$ cat config.mk
export PLATFORM = sky130hd
export DESIGN_NAME = rob_mc_flat
export DESIGN_NICKNAME = d
export VERILOG_FILES = /design/src/rtl/rob_mc_if.sv /design/src/rtl/rob_mc.sv /design/src/flat_wrapper.sv
export SDC_FILE = /design/constraint.sdc
export NUM_CORES = 1
export LEC_CHECK = 0
export CORE_MARGIN = 5
export CORE_UTILIZATION = 35
export DETAILED_ROUTE_END_ITERATION = 10
export GPL_TIMING_DRIVEN = 1
export PLACE_DENSITY = 0.51
export SETUP_SLACK_MARGIN = 0.3
export SLEW_MARGIN = 20
export SYNTH_ARGS = -nofsm -noshare
export SYNTH_HDL_FRONTEND = slang
export SYNTH_SLANG_ARGS = --single-unit
export TNS_END_PERCENT = 20
$ cat constraint.sdc
create_clock -name clk -period 6.3 [get_ports clk]
set_input_delay 1.26 -clock clk [delete_from_list [all_inputs] [get_ports clk]]
set_output_delay 1.26 -clock clk [all_outputs]
set_load 0.1 [all_outputs]
$ cat src/rtl/rob_mc_if.sv
// Handshake and data bundle between rename, writeback, commit and the reorder buffer.
// The ROB takes the slave side. Rename, writeback and commit logic drive the master side.
interface rob_mc_if #(
    parameter int ROB_SIZE  = 16,
    parameter int ARCH_BITS = 5,
    parameter int PHYS_BITS = 6,
    parameter int WB_PORTS  = 2,
    parameter int COMMIT_W  = 2
);
    localparam int ROB_BITS = $clog2(ROB_SIZE);

    logic                                 flush;
    logic [ROB_BITS-1:0]                  flush_idx;

    logic                                 alloc_valid;
    logic                                 alloc_ready;
    logic                                 alloc_has_rd;
    logic [ARCH_BITS-1:0]                 alloc_rd_arch;
    logic [PHYS_BITS-1:0]                 alloc_rd_phys;
    logic [PHYS_BITS-1:0]                 alloc_old_phys;
    logic [ROB_BITS-1:0]                  alloc_idx;

    logic [WB_PORTS-1:0]                  wb_en;
    logic [WB_PORTS-1:0][ROB_BITS-1:0]    wb_idx;

    logic                                 commit_stall;
    logic [COMMIT_W-1:0]                  commit_valid;
    logic [COMMIT_W-1:0]                  commit_has_rd;
    logic [COMMIT_W-1:0][ARCH_BITS-1:0]   commit_rd_arch;
    logic [COMMIT_W-1:0][PHYS_BITS-1:0]   commit_rd_phys;
    logic [COMMIT_W-1:0][PHYS_BITS-1:0]   free_phys;
    logic [COMMIT_W-1:0][ROB_BITS-1:0]    commit_idx;

    logic [ROB_BITS:0]                    count;
    logic                                 full;
    logic                                 empty;

    modport slave (
        input  flush, flush_idx,
        input  alloc_valid, alloc_has_rd, alloc_rd_arch,
        input  alloc_rd_phys, alloc_old_phys,
        input  wb_en, wb_idx, commit_stall,
        output alloc_ready, alloc_idx,
        output commit_valid, commit_has_rd, commit_rd_arch,
        output commit_rd_phys, free_phys, commit_idx,
        output count, full, empty
    );

    modport master (
        output flush, flush_idx,
        output alloc_valid, alloc_has_rd, alloc_rd_arch,
        output alloc_rd_phys, alloc_old_phys,
        output wb_en, wb_idx, commit_stall,
        input  alloc_ready, alloc_idx,
        input  commit_valid, commit_has_rd, commit_rd_arch,
        input  commit_rd_phys, free_phys, commit_idx,
        input  count, full, empty
    );
endinterface

$ cat src/rtl/rob_mc.sv
// Reorder buffer: one alloc per cycle, WB_PORTS done-markers, up to COMMIT_W
// in-order retirements per cycle, and flush rollback of the tail.
module rob_mc #(
    parameter int ROB_SIZE  = 16,
    parameter int ARCH_BITS = 5,
    parameter int PHYS_BITS = 6,
    parameter int WB_PORTS  = 2,
    parameter int COMMIT_W  = 2
) (
    input  logic      clk,
    input  logic      rst,
    rob_mc_if.slave   bus
);
    localparam int ROB_BITS = $clog2(ROB_SIZE);

    typedef logic [ROB_BITS-1:0] idx_t;
    typedef logic [ROB_BITS:0]   cnt_t;

    typedef struct packed {
        logic                 valid;
        logic                 done;
        logic                 has_rd;
        logic [ARCH_BITS-1:0] rd_arch;
        logic [PHYS_BITS-1:0] rd_phys;
        logic [PHYS_BITS-1:0] old_phys;
    } ent_t;

    ent_t rob_q [ROB_SIZE];
    ent_t rob_d [ROB_SIZE];

    idx_t head_q, head_d;
    idx_t tail_q, tail_d;
    cnt_t count_q, count_d;

    logic [COMMIT_W-1:0] cvalid;
    cnt_t                ncommit;
    logic                full;
    logic                alloc_fire;
    cnt_t                keep;
    cnt_t                squash;

    assign full            = (count_q == cnt_t'(ROB_SIZE));
    assign bus.full        = full;
    assign bus.empty       = (count_q == '0);
    assign bus.count       = count_q;
    assign bus.alloc_ready = !full;
    assign bus.alloc_idx   = tail_q;
    assign bus.commit_valid = cvalid;

    // Space freed by this cycle's commits is not offered to alloc.
    assign alloc_fire = bus.alloc_valid && !full && !bus.flush;

    // Entries kept by a flush are those between head and flush_idx.
    assign keep   = cnt_t'(idx_t'(bus.flush_idx - head_q));
    assign squash = count_q - keep;

    for (genvar g = 0; g < COMMIT_W; g++) begin : g_slot
        idx_t s;
        assign s = head_q + idx_t'(g);
        assign bus.commit_idx[g]     = s;
        assign bus.commit_has_rd[g]  = rob_q[s].has_rd;
        assign bus.commit_rd_arch[g] = rob_q[s].rd_arch;
        assign bus.commit_rd_phys[g] = rob_q[s].rd_phys;
        assign bus.free_phys[g]      = rob_q[s].old_phys;
    end

    always_comb begin : commit_sel
        logic run;
        idx_t slot;
        cvalid  = '0;
        ncommit = '0;
        slot    = head_q;
        run     = !bus.commit_stall && !bus.flush;
        for (int i = 0; i < COMMIT_W; i++) begin
            slot = head_q + idx_t'(i);
            if (run && (cnt_t'(i) < count_q) &&
                rob_q[slot].valid && rob_q[slot].done) begin
                cvalid[i] = 1'b1;
                ncommit   = ncommit + cnt_t'(1);
            end else begin
                run = 1'b0;
            end
        end
    end

    always_comb begin : next_state
        idx_t slot;
        idx_t off;
        slot    = head_q;
        off     = '0;
        head_d  = head_q;
        tail_d  = tail_q;
        count_d = count_q;
        for (int j = 0; j < ROB_SIZE; j++) begin
            rob_d[j] = rob_q[j];
        end
        if (bus.flush) begin
            for (int j = 0; j < ROB_SIZE; j++) begin
                off = idx_t'(j) - bus.flush_idx;
                if (cnt_t'(off) < squash) begin
                    rob_d[j].valid = 1'b0;
                    rob_d[j].done  = 1'b0;
                end
            end
            tail_d  = bus.flush_idx;
            count_d = keep;
        end else begin
            for (int p = 0; p < WB_PORTS; p++) begin
                if (bus.wb_en[p] && rob_q[bus.wb_idx[p]].valid) begin
                    rob_d[bus.wb_idx[p]].done = 1'b1;
                end
            end
            for (int i = 0; i < COMMIT_W; i++) begin
                slot = head_q + idx_t'(i);
                if (cvalid[i]) begin
                    rob_d[slot].valid = 1'b0;
                    rob_d[slot].done  = 1'b0;
                end
            end
            if (alloc_fire) begin
                rob_d[tail_q] = '{
                    valid:    1'b1,
                    done:     1'b0,
                    has_rd:   bus.alloc_has_rd,
                    rd_arch:  bus.alloc_rd_arch,
                    rd_phys:  bus.alloc_rd_phys,
                    old_phys: bus.alloc_old_phys
                };
            end
            head_d  = head_q + idx_t'(ncommit);
            tail_d  = tail_q + idx_t'(alloc_fire);
            count_d = count_q + cnt_t'(alloc_fire) - ncommit;
        end
    end

    always_ff @(posedge clk) begin
        if (rst) begin
            head_q  <= '0;
            tail_q  <= '0;
            count_q <= '0;
            for (int j = 0; j < ROB_SIZE; j++) begin
                rob_q[j] <= '0;
            end
        end else begin
            head_q  <= head_d;
            tail_q  <= tail_d;
            count_q <= count_d;
            for (int j = 0; j < ROB_SIZE; j++) begin
                rob_q[j] <= rob_d[j];
            end
        end
    end
endmodule

$ cat src/flat_wrapper.sv
// flat-port wrapper written by rule: the top's interface ports become plain ports
module rob_mc_flat 
#(
    parameter int ROB_SIZE  = 16,
    parameter int ARCH_BITS = 5,
    parameter int PHYS_BITS = 6,
    parameter int WB_PORTS  = 2,
    parameter int COMMIT_W  = 2
)
  (clk, rst, bus_flush, bus_flush_idx, bus_alloc_valid, bus_alloc_has_rd, bus_alloc_rd_arch, bus_alloc_rd_phys, bus_alloc_old_phys, bus_wb_en, bus_wb_idx, bus_commit_stall, bus_alloc_ready, bus_alloc_idx, bus_commit_valid, bus_commit_has_rd, bus_commit_rd_arch, bus_commit_rd_phys, bus_free_phys, bus_commit_idx, bus_count, bus_full, bus_empty);
  rob_mc_if #(.ROB_SIZE(ROB_SIZE), .ARCH_BITS(ARCH_BITS), .PHYS_BITS(PHYS_BITS), .WB_PORTS(WB_PORTS), .COMMIT_W(COMMIT_W)) bus_i ();
  input  logic clk;
  input  logic rst;
  input wire logic [$bits(bus_i.flush)-1:0] bus_flush;
  input wire logic [$bits(bus_i.flush_idx)-1:0] bus_flush_idx;
  input wire logic [$bits(bus_i.alloc_valid)-1:0] bus_alloc_valid;
  input wire logic [$bits(bus_i.alloc_has_rd)-1:0] bus_alloc_has_rd;
  input wire logic [$bits(bus_i.alloc_rd_arch)-1:0] bus_alloc_rd_arch;
  input wire logic [$bits(bus_i.alloc_rd_phys)-1:0] bus_alloc_rd_phys;
  input wire logic [$bits(bus_i.alloc_old_phys)-1:0] bus_alloc_old_phys;
  input wire logic [$bits(bus_i.wb_en)-1:0] bus_wb_en;
  input wire logic [$bits(bus_i.wb_idx)-1:0] bus_wb_idx;
  input wire logic [$bits(bus_i.commit_stall)-1:0] bus_commit_stall;
  output wire logic [$bits(bus_i.alloc_ready)-1:0] bus_alloc_ready;
  output wire logic [$bits(bus_i.alloc_idx)-1:0] bus_alloc_idx;
  output wire logic [$bits(bus_i.commit_valid)-1:0] bus_commit_valid;
  output wire logic [$bits(bus_i.commit_has_rd)-1:0] bus_commit_has_rd;
  output wire logic [$bits(bus_i.commit_rd_arch)-1:0] bus_commit_rd_arch;
  output wire logic [$bits(bus_i.commit_rd_phys)-1:0] bus_commit_rd_phys;
  output wire logic [$bits(bus_i.free_phys)-1:0] bus_free_phys;
  output wire logic [$bits(bus_i.commit_idx)-1:0] bus_commit_idx;
  output wire logic [$bits(bus_i.count)-1:0] bus_count;
  output wire logic [$bits(bus_i.full)-1:0] bus_full;
  output wire logic [$bits(bus_i.empty)-1:0] bus_empty;
  assign bus_i.flush = bus_flush;
  assign bus_i.flush_idx = bus_flush_idx;
  assign bus_i.alloc_valid = bus_alloc_valid;
  assign bus_i.alloc_has_rd = bus_alloc_has_rd;
  assign bus_i.alloc_rd_arch = bus_alloc_rd_arch;
  assign bus_i.alloc_rd_phys = bus_alloc_rd_phys;
  assign bus_i.alloc_old_phys = bus_alloc_old_phys;
  assign bus_i.wb_en = bus_wb_en;
  assign bus_i.wb_idx = bus_wb_idx;
  assign bus_i.commit_stall = bus_commit_stall;
  assign bus_alloc_ready = bus_i.alloc_ready;
  assign bus_alloc_idx = bus_i.alloc_idx;
  assign bus_commit_valid = bus_i.commit_valid;
  assign bus_commit_has_rd = bus_i.commit_has_rd;
  assign bus_commit_rd_arch = bus_i.commit_rd_arch;
  assign bus_commit_rd_phys = bus_i.commit_rd_phys;
  assign bus_free_phys = bus_i.free_phys;
  assign bus_commit_idx = bus_i.commit_idx;
  assign bus_count = bus_i.count;
  assign bus_full = bus_i.full;
  assign bus_empty = bus_i.empty;
  rob_mc #(.ROB_SIZE(ROB_SIZE), .ARCH_BITS(ARCH_BITS), .PHYS_BITS(PHYS_BITS), .WB_PORTS(WB_PORTS), .COMMIT_W(COMMIT_W)) u_core (.clk(clk), .rst(rst), .bus(bus_i));
endmodule
==> impl_metrics.tcl <==
set metrics [dict create \
    cts_resized 0 \
    clk_pin_slew_ps 60 \
    post_drt_wl_per_cell_um 24.6 \
    cp_max_fo 40 \
    reg2regPathDepth 14 \
    fin_crit_ps 5180 \
    ys_seq_area_share_pct 35.6 \
    setup_viol 0 \
    fin_skew_ps 17.5 \
    maxCapViolations 0 \
    synth_cells 2059 \
    synth_cell_type_count 64 \
    synth-seq-cells 337 \
    grt_use_total_pct 22.7 \
    rsz0062_at_grt "false" \
    place_hpwl_um 42500 \
    worst_ir_drop_vdd_mv 0.171 \
    synth.net_count 2163 \
    hold_violations 0 \
    gr-total-overflow 0 \
    synth_top_area_share_pct 35.6 \
    multiInputGateArea_mm2 0.0115 \
    cts.sinks 337 \
    critPathLaunchType "flop" \
    reg2reg_setup_slack_ps 1480 \
    cts_root_buffer "clkbuf_16" \
    crit_required_ps 5040 \
    grt_max_degree 199 \
    drtPass1Iterations 5 \
    die_y_um 243 \
    postRouteAntennaNets 0 \
    drt_wl_total_um 69000 \
    portBuffers 94 \
    clock.fmax_ghz 0.193 \
    start_util_pct 35.2 \
    worstPathCellList "buf_12 > mux4_2 > mux4_2 > clkdlybuf4s50_1" \
    synth.mux.area_fraction_pct 24.1 \
    worstReg2RegStart "u_core.head_q[1]$_SDFFE_PP0N_" \
    dieArea_mm2 0.0588 \
    area_growth_pct 16.0 \
    synth_adder_area_share_pct 4.59 \
    die_w_um 243 \
    synth_edf_count 0 \
    ys_warn_count 0 \
    htree_levels 2 \
    path_class "reg2out" \
    syn_area_per_cell_um2 9.19 \
    status "complete, no violations" \
    synth_area_leaders "dfxtp_1 (36%), mux4_2 (20%), nand2_1 (11%)" \
    route.detailed.drc 0 \
    endpoint "bus_commit_rd_arch[3]" \
    globalplace.congestion 0.864 \
    postCtsHoldBufs 0 \
    io_pins 95 \
    final_cell_mix "nand2_1 (554), dfxtp_1 (333), a21oi_1 (249)" \
    grt_first_pass_wirelength_um 103000 \
    core_area_mm2 0.0537 \
    ff_latch_area_mm2 0.00676 \
    max_slew.worst_pin.slew_ps 1110 \
    cp-end-kind "output pin" \
    vias_per_cell 5.78 \
    relSlewSlack_pct 25.8 \
    p_leak_nw 7.23 \
    antenna_found_initial 7 \
    fin_crit_sh_pct 82.3 \
    synth_compound_area_share_pct 12.6 \
    tns_ps 0 \
    cp_slowest_cell "clkdlybuf4s50_1" \
    hold_class "reg2reg" \
    fillCellCount 5210 \
    cp_common_cell "mux4_2" \
    clock_latency_ps 580 \
    cts_tree "built" \
    synth_top_flop_cell "dfxtp_1" \
    drt-initial-drc-count 1475 \
    synth_area_mm2 0.0189 \
    synth-simple-area-share_pct 17.2 \
    instances_no_fill 2798 \
    numCtsBuffers 41 \
    cts_buffer_depth 3 \
    layout_commonest_cell "nand2_1" \
    dpl.cell_count 2722 \
    vias 16200 \
    synth_top_cell_by_area "dfxtp_1" \
    grt_pass1_vias 15900 \
    critPathMaxStageDelay_ps 1020 \
    timing.rr.end "u_core.bus.count[4]$_SDFF_PP0_" \
    cts_setup_buffers 0 \
    async_flop_share_pct 0 \
    synth_top_family_by_area "multiplexers" \
    powerDensity_mw_per_mm2 238 \
    maxSlewViolCount 0 \
    synth_xor_area_share_pct 0.972 \
    drive_gt1_share_pct 17.7 \
    cp.arrival_ps 3920 \
    rows 85 \
    nets 2173 \
]
## stage by stage
step                worst slack, ps  hold WS, ps  utilization, %  power, W  instance area (um2)
finish                         1120          465            40.9   0.00522                22000
global route                    980          479            40.9   0.00541                22000
CTS                            1060          465            40.9   0.00526                22000
detailed placement             1180          456            38.3   0.00286                20600
global placement               1240          448            38.3   0.00285                20600
floorplan                       332          436               -   0.00266                19100
## where the power goes
part	switching (W)	total [W]	internal, W
Clock	0.000993	0.00240	0.00140
Combinational	0.000431	0.000640	0.000210
Sequential	0.0000281	0.00218	0.00215
Total	0.00145	0.00522	0.00376
## flip-flops by register name (all words and copies together), names as in the netlist, named ones only
| register | count |
|---|---|
| u_core.head_q | 4 |
| u_core.bus.alloc_idx | 4 |
| u_core.bus.count | 5 |
| u_core.rob_q | 320 |
## cells by family (layout without fill, tap and decap cells)
logic type,after synthesis,after routing
compound gates,397,397
mux,245,245
simple gates,780,780
xor+xnor,21,21
fa+ha+maj,67,67
other cells,0,1
buf+inv,212,254
flops,337,337
## Yosys cell counts (3+ instances only)
library cell  instances
inv_1                41
nor2b_1               5
a21oi_2               7
nand2_1             554
xnor2_1              13
mux2i_1              76
buf_4                11
a21oi_1             249
a32oi_1               4
clkbuf_1            110
a22oi_1               7
mux4_2              169
or3_1                 4
nand3_1              18
and3_1               19
buf_1                 6
nand3b_1              6
a22o_1                9
a211oi_2              4
a31oi_1              20
nand4_1              10
nor3_1                4
and4_1                3
nor3_2                5
xor2_1                8
nand4b_1              3
buf_2                38
o22a_1                7
nand2b_1              9
a221o_1               9
o211ai_1             10
o22ai_1              14
fa_1                  4
a21o_1               19
nor4b_1               3
or2_2                 4
a211oi_1             11
ha_1                 63
o21ai_0              14
nor2_1              120
dfxtp_1             337
## worst max-delay path, delay by kind of cell, from the launching register on
kind	cells	cell delay, ps
flip-flops	1	930
buffers and inverters	2	1320
multiplexers	2	1050
## metal layers
layer,share of wire (%),global-route usage (%),routed length (um),up-vias
li1,-,-,-,7347
met1,42,30.7,29200,8025
met2,45,35.6,31200,651
met3,8.9,5.82,6120,134
met4,3.4,8.04,2340,12
met5,0.10,0,72,-
## area by class of cell
cell class | count | area share [%]
inverters | 44 | 0.764
diodes | 1 | 0.0114
well taps | 696 | 3.97
flip-flops and latches | 337 | 30.8
repair buffers | 135 | 5.81
clock inverters | 16 | 0.633
multi-input cells | 1510 | 52.5
clock buffers | 59 | 5.58
## worst min-delay path by stage
stage | start | to | slack, ps | cells past startpoint
CTS | u_core.rob_q[2][6]$_SDFFE_PP0P_ | u_core.rob_q[2][6]$_SDFFE_PP0P_ | 470 | 2
detailed placement | u_core.rob_q[7][18]$_SDFFE_PP0P_ | u_core.rob_q[7][18]$_SDFFE_PP0P_ | 460 | 1
finish | u_core.rob_q[7][2]$_SDFFE_PP0P_ | u_core.rob_q[7][2]$_SDFFE_PP0P_ | 460 | 2
floorplan | u_core.rob_q[3][18]$_SDFFE_PP0P_ | u_core.rob_q[3][18]$_SDFFE_PP0P_ | 440 | 1
global placement | u_core.rob_q[8][15]$_SDFFE_PP0P_ | u_core.rob_q[8][15]$_SDFFE_PP0P_ | 450 | 2
global route | u_core.rob_q[5][18]$_SDFFE_PP0P_ | u_core.rob_q[5][18]$_SDFFE_PP0P_ | 480 | 1
Power figures use the tool's default switching activity.
